### config.mk
export PLATFORM = sky130hd
export DESIGN_NAME = pwm_sequencer
export DESIGN_NICKNAME = d
export VERILOG_FILES = /design/src/rtl/pwm_sequencer.sv
export SDC_FILE = /design/constraint.sdc
export NUM_CORES = 1
export LEC_CHECK = 0
export CAP_MARGIN = 20
export CORE_MARGIN = 2
export CORE_UTILIZATION = 45
export CTS_CLUSTER_SIZE = 25
export DETAILED_ROUTE_END_ITERATION = 8
export HOLD_SLACK_MARGIN = 0.12
export PLACE_DENSITY = 0.62
export REMOVE_ABC_BUFFERS = 1
export SYNTH_ARGS = -nofsm -noshare
export SYNTH_HDL_FRONTEND = slang
export SYNTH_SLANG_ARGS = --single-unit
### constraint.sdc
create_clock -name clk -period 24.6 [get_ports clk]
set_input_delay 4.92 -clock clk [delete_from_list [all_inputs] [get_ports clk]]
set_output_delay 4.92 -clock clk [all_outputs]
set_load 0.05 [all_outputs]
### src/rtl/pwm_sequencer.sv
// pwm_sequencer: table-driven PWM pattern generator.
// A prescaled timer steps through a STEPS-entry table of (period, hold, reps)
// entries. Each entry produces `reps` PWM periods of `period` ticks, each with
// `hold` active ticks. Consecutive steps follow each other with no gap in the output.
// Ports:
//   clk, reset                 clock, asynchronous active-high reset
//   wr_en/wr_addr/wr_period/
//   wr_hold/wr_reps            table write port, accepted in any state
//   start, stop, loop          run control (stop wins over start; loop is a level)
//   out                        registered PWM output
//   busy, step_idx             run status and active table index
//   done                       one-cycle pulse when a sequence ends normally
//   tick                       one-cycle prescaler pulse, only while running
module pwm_sequencer #(
    parameter int unsigned PRESCALE_TICKS = 600,
    parameter int unsigned STEPS          = 4,
    parameter int unsigned CW             = 16,
    parameter logic        IDLE_LEVEL     = 1'b0,
    localparam int unsigned AW            = $clog2(STEPS)
) (
    input  logic          clk,
    input  logic          reset,
    input  logic          wr_en,
    input  logic [AW-1:0] wr_addr,
    input  logic [CW-1:0] wr_period,
    input  logic [CW-1:0] wr_hold,
    input  logic [7:0]    wr_reps,
    input  logic          start,
    input  logic          stop,
    input  logic          loop,
    output logic          out,
    output logic          busy,
    output logic [AW-1:0] step_idx,
    output logic          done,
    output logic          tick
);

    localparam int unsigned PW         = $clog2(PRESCALE_TICKS);
    localparam logic [PW-1:0] PRESC_LAST = PW'(PRESCALE_TICKS - 1);
    localparam logic [AW-1:0] IDX_FIRST  = '0;
    localparam logic [AW-1:0] IDX_LAST   = AW'(STEPS - 1);

    typedef enum logic {
        S_IDLE = 1'b0,
        S_RUN  = 1'b1
    } state_t;

    state_t state, state_nxt;

    logic [CW-1:0] tbl_period [STEPS];
    logic [CW-1:0] tbl_hold   [STEPS];
    logic [7:0]    tbl_reps   [STEPS];

    logic [PW-1:0] presc, presc_nxt;
    logic [CW-1:0] phase, phase_nxt;
    logic [7:0]    rep, rep_nxt;
    logic [CW-1:0] cur_period, cur_period_nxt;
    logic [CW-1:0] cur_hold, cur_hold_nxt;
    logic [7:0]    cur_reps, cur_reps_nxt;
    logic [AW-1:0] step_nxt;
    logic          out_nxt, busy_nxt, done_nxt, tick_nxt;

    logic          tick_now, period_end, step_end;
    logic          next_ok, entry0_ok, wrap_ok, start_ok;
    logic [AW-1:0] idx_inc;
    logic          load;
    logic [AW-1:0] load_idx;

    // Table register file; cleared by reset.
    always_ff @(posedge clk or posedge reset) begin
        if (reset) begin
            for (int i = 0; i < STEPS; i++) begin
                tbl_period[i] <= '0;
                tbl_hold[i]   <= '0;
                tbl_reps[i]   <= '0;
            end
        end else if (wr_en) begin
            tbl_period[wr_addr] <= wr_period;
            tbl_hold[wr_addr]   <= wr_hold;
            tbl_reps[wr_addr]   <= wr_reps;
        end
    end

    // Timer boundary and step-selection decode shared by both comb processes.
    always_comb begin
        idx_inc    = step_idx + AW'(1);
        tick_now   = (state == S_RUN) && (presc == PRESC_LAST);
        period_end = tick_now && (phase == cur_period - CW'(1));
        step_end   = period_end && (rep == cur_reps - 8'd1);
        next_ok    = (step_idx != IDX_LAST) && (tbl_reps[idx_inc] != 8'd0);
        entry0_ok  = (tbl_reps[IDX_FIRST] != 8'd0);
        wrap_ok    = loop && entry0_ok;
        start_ok   = (state == S_IDLE) && start && !stop;
    end

    // State register.
    always_ff @(posedge clk or posedge reset) begin
        if (reset) begin
            state <= S_IDLE;
        end else begin
            state <= state_nxt;
        end
    end

    // Next-state logic.
    always_comb begin
        state_nxt = state;
        case (state)
            S_IDLE: begin
                if (start_ok && entry0_ok) begin
                    state_nxt = S_RUN;
                end
            end
            S_RUN: begin
                if (stop) begin
                    state_nxt = S_IDLE;
                end else if (step_end && !next_ok && !wrap_ok) begin
                    state_nxt = S_IDLE;
                end
            end
            default: state_nxt = S_IDLE;
        endcase
    end

    // Counter, working-register and output next values.
    always_comb begin
        presc_nxt      = presc;
        phase_nxt      = phase;
        rep_nxt        = rep;
        step_nxt       = step_idx;
        cur_period_nxt = cur_period;
        cur_hold_nxt   = cur_hold;
        cur_reps_nxt   = cur_reps;
        done_nxt       = 1'b0;
        load           = 1'b0;
        load_idx       = IDX_FIRST;

        case (state)
            S_IDLE: begin
                if (start_ok) begin
                    if (entry0_ok) begin
                        load      = 1'b1;
                        presc_nxt = '0;
                    end else begin
                        done_nxt = 1'b1;
                    end
                end
            end
            S_RUN: begin
                if (!stop) begin
                    presc_nxt = tick_now ? '0 : presc + PW'(1);
                    if (tick_now) begin
                        if (period_end) begin
                            phase_nxt = '0;
                            rep_nxt   = rep + 8'd1;
                            if (step_end) begin
                                if (next_ok) begin
                                    load     = 1'b1;
                                    load_idx = idx_inc;
                                end else if (wrap_ok) begin
                                    load = 1'b1;
                                end else begin
                                    done_nxt = 1'b1;
                                end
                            end
                        end else begin
                            phase_nxt = phase + CW'(1);
                        end
                    end
                end
            end
            default: ;
        endcase

        // Working copy of the entry; a zero period runs as one tick.
        if (load) begin
            step_nxt       = load_idx;
            phase_nxt      = '0;
            rep_nxt        = '0;
            cur_period_nxt = (tbl_period[load_idx] == '0) ? CW'(1) : tbl_period[load_idx];
            cur_hold_nxt   = tbl_hold[load_idx];
            cur_reps_nxt   = tbl_reps[load_idx];
        end

        busy_nxt = (state_nxt == S_RUN);
        out_nxt  = (busy_nxt && (phase_nxt < cur_hold_nxt)) ? ~IDLE_LEVEL : IDLE_LEVEL;
        tick_nxt = busy_nxt && (presc_nxt == PRESC_LAST);
    end

    // Datapath and output registers.
    always_ff @(posedge clk or posedge reset) begin
        if (reset) begin
            presc      <= '0;
            phase      <= '0;
            rep        <= '0;
            cur_period <= CW'(1);
            cur_hold   <= '0;
            cur_reps   <= '0;
            step_idx   <= '0;
            out        <= IDLE_LEVEL;
            busy       <= 1'b0;
            done       <= 1'b0;
            tick       <= 1'b0;
        end else begin
            presc      <= presc_nxt;
            phase      <= phase_nxt;
            rep        <= rep_nxt;
            cur_period <= cur_period_nxt;
            cur_hold   <= cur_hold_nxt;
            cur_reps   <= cur_reps_nxt;
            step_idx   <= step_nxt;
            out        <= out_nxt;
            busy       <= busy_nxt;
            done       <= done_nxt;
            tick       <= tick_nxt;
        end
    end

endmodule

==> results_dict.tcl <==
set metrics [dict create \
    skew_ps 16.0 \
    cp-end-kind "flip-flop" \
    fmax_mhz 113 \
    first_pass_iters 5 \
    critPathBufInv 2 \
    ys_ff_latch 240 \
    seqCellArea_um2 6010 \
    critical-path-top-delay-family "compound AO/OA/AOI/OAI gates" \
    hold_path_class "flip-flop to flip-flop" \
    required_ps 25070 \
    syn_inst 1151 \
    post_cts_resized 0 \
    area_delta_synth_final_pct 14.3 \
    cts_buffers 27 \
    path_max_fanout 22 \
    utilization 0.522 \
    num_vias 8974 \
    routabilityCongestion 0.880 \
    yosys.area.top_type "dfrtp_1" \
    power.leakage_nw 5.97 \
    grt_usage 0.214 \
    slowest_stage "clkdlybuf4s50_1" \
    vdd_drop_max_mv 0.0616 \
    fillCellCount 2434 \
    worstMarginPinSlew_ps 1210 \
    rsz0062_at_grt "no" \
    power_density_nw_per_um2 81.1 \
    cp_common_cell "a21oi_1" \
    ctsHtreeMaxLevel 1 \
    yosys_warnings 0 \
    root_buffer "clkbuf_16" \
    synth.cell_area_um2 12300 \
    totalWireLength_um 29900 \
    grt_overflow 0 \
    die-area_um2 28600 \
    worstPathArrival_ps 9320 \
    io_buffers 53 \
    total_power_mw 1.14 \
    synthTopCellsByCount "239 x dfrtp_1, 165 x mux2_2, 157 x nand2_1" \
    slowest_delay_ps 630 \
    post_drt_wl_per_cell_um 19.3 \
    synthArstFlopShare 1.00 \
    fin_ws_ps 15750 \
    cts.sinks 240 \
    io-pin-count 54 \
    synth.top_cell.area_share 0.487 \
    nNetsFinal 1260 \
    rows 60 \
    antenna_found_initial 0 \
    placed_cell_area_um2 13100 \
    cts_hold_buf 0 \
    cts_tree "done" \
    yosysSeqAreaShare 0.489 \
    path_clk_slew_ps 60 \
    drc 0 \
    ant_nets 0 \
    num_antenna_cells 0 \
    vias_per_cell 5.78 \
    tns_ps 0 \
    yosys-top-cells-area "dfrtp_1 49%, mux2_2 15%, nand2_1 4.8%, nor2_1 2.7%, ha_1 2.1%" \
    fp.coreArea_um2 26900 \
    critPathKind "input port to flip-flop" \
    worstSetupStartpointType "input port" \
    outcome "finished, final reports clean" \
    fin_area_um2 14000 \
    dp_slack_ps 15260 \
    multiInputGateArea_um2 5970 \
    die_w_um 169 \
    finalCritPeriodShare 0.360 \
    initial_utilization 0.457 \
    synth_cell_types 71 \
    hold_viol_final 0 \
    drv_slew 0 \
    grt_max_degree 119 \
    grt_pass1_wl_um 48700 \
    post-dp-hpwl_um 20100 \
    slew_headroom 0.183 \
    clk_path_buf_depth 3 \
    maxCapViolations 0 \
    drive_gt1_frac 0.212 \
    synthFlopType "dfrtp_1" \
    drtIter0Drc 686 \
    setup_viol 0 \
    synth.avg_cell_area_um2 10.7 \
    timing.final.crit_period_ps 8850 \
    postCtsSetupRepairBufs 0 \
    synth-edff-count 0 \
    die_h_um 169 \
    clkLatencyLatePin_ps 540 \
    grt_pass1_vias 8849 \
    yosysMostFrequentCell "dfrtp_1" \
    crit_chain "clkdlybuf4s50_1 -> nand2b_1 -> nor4_1 -> o2111ai_1 -> and2_1 -> nor2_2 -> buf_4 -> o22ai_2 -> nor3_1 -> a21oi_1 -> ha_1 -> a21o_1 -> a21o_1 -> a21oi_1 -> o21ai_0 -> o21a_1 -> o21ai_0 -> nand3_1 -> a21oi_1" \
]
[worst paths after layout]
path / startpoint / to / slack (ps) / depth (start not counted)
max in group asynchronous: reset / presc[9] / 18200 / 3
worst min register to register: cur_hold[13] / cur_hold[13] / 480 / 1
worst max-delay path: stop / out / 15750 / 19
min in group asynchronous: reset / tbl_period[5] / 4920 / 2
worst min-delay path: cur_hold[13] / cur_hold[13] / 480 / 1
worst max register to register: cur_period[1] / out / 18730 / 20
[layout by cell type, fill, tap and decap left out, types with 15 or more instances in the layout]
master and instances:
nor3_1 32, o21ai_0 30, xnor2_1 25, clkdlybuf4s50_1 53
a21o_1 18, nand4_1 15, a21oi_1 44, xor2_1 29
nor2_1 89, ha_1 21, nand2_1 157, clkbuf_16 27
buf_4 15, dfrtp_1 239, nor4_1 18, nand3_1 20
mux2_2 165
[registers in the layout (all words and copies together) (netlist names), 2 cells and up]
register,cells
cur_period,16
presc,10
tbl_period,64
rep,8
step_idx,2
tbl_reps,32
cur_reps,8
cur_hold,16
tbl_hold,64
phase,16
[per-layer routing]
metal  global-route usage  vias up  wire [um]
li1                     -     4245          -
met1                0.314     4506      14500
met2                0.335      186      13500
met3               0.0294       37       1260
met4               0.0583        0        649
met5                    0        -          0
[power by group]
part	leakage (nW)	total [mW]	internal, mW	switching [mW]
logic	2.59	0.202	0.106	0.0961
clock network	0.447	0.408	0.247	0.161
registers	2.94	0.527	0.467	0.0602
total	5.97	1.14	0.820	0.318
[area by class of cell]
type	count	area share
clock buffers	42	0.0579
clock inverters	8	0.00687
repair buffers	69	0.0462
inverters	14	0.00428
multi-input cells	839	0.426
flip-flops and latches	240	0.428
well taps	341	0.0304
[cell families (layout without fill, tap and decap cells)]
family | Yosys count | in the layout | synth area share
AND/OR/NAND/NOR | 390 | 390 | 0.148
flip-flops | 240 | 240 | 0.489
AO/OA/AOI/OAI | 198 | 198 | 0.115
multiplexers | 175 | 175 | 0.160
buffers and inverters | 72 | 133 | 0.0261
XOR/XNOR | 55 | 55 | 0.0404
adder cells (fa/ha/maj) | 21 | 21 | 0.0214
[stage by stage]
step                      hold slack, ps  std cells
after global routing                 489       1553
after detailed placement             466       1502
after floorplan                      450       1093
after CTS                            479       1552
after global placement               459       1502
final                                478       1553
No activity file was read; power rests on OpenSTA's default activity.
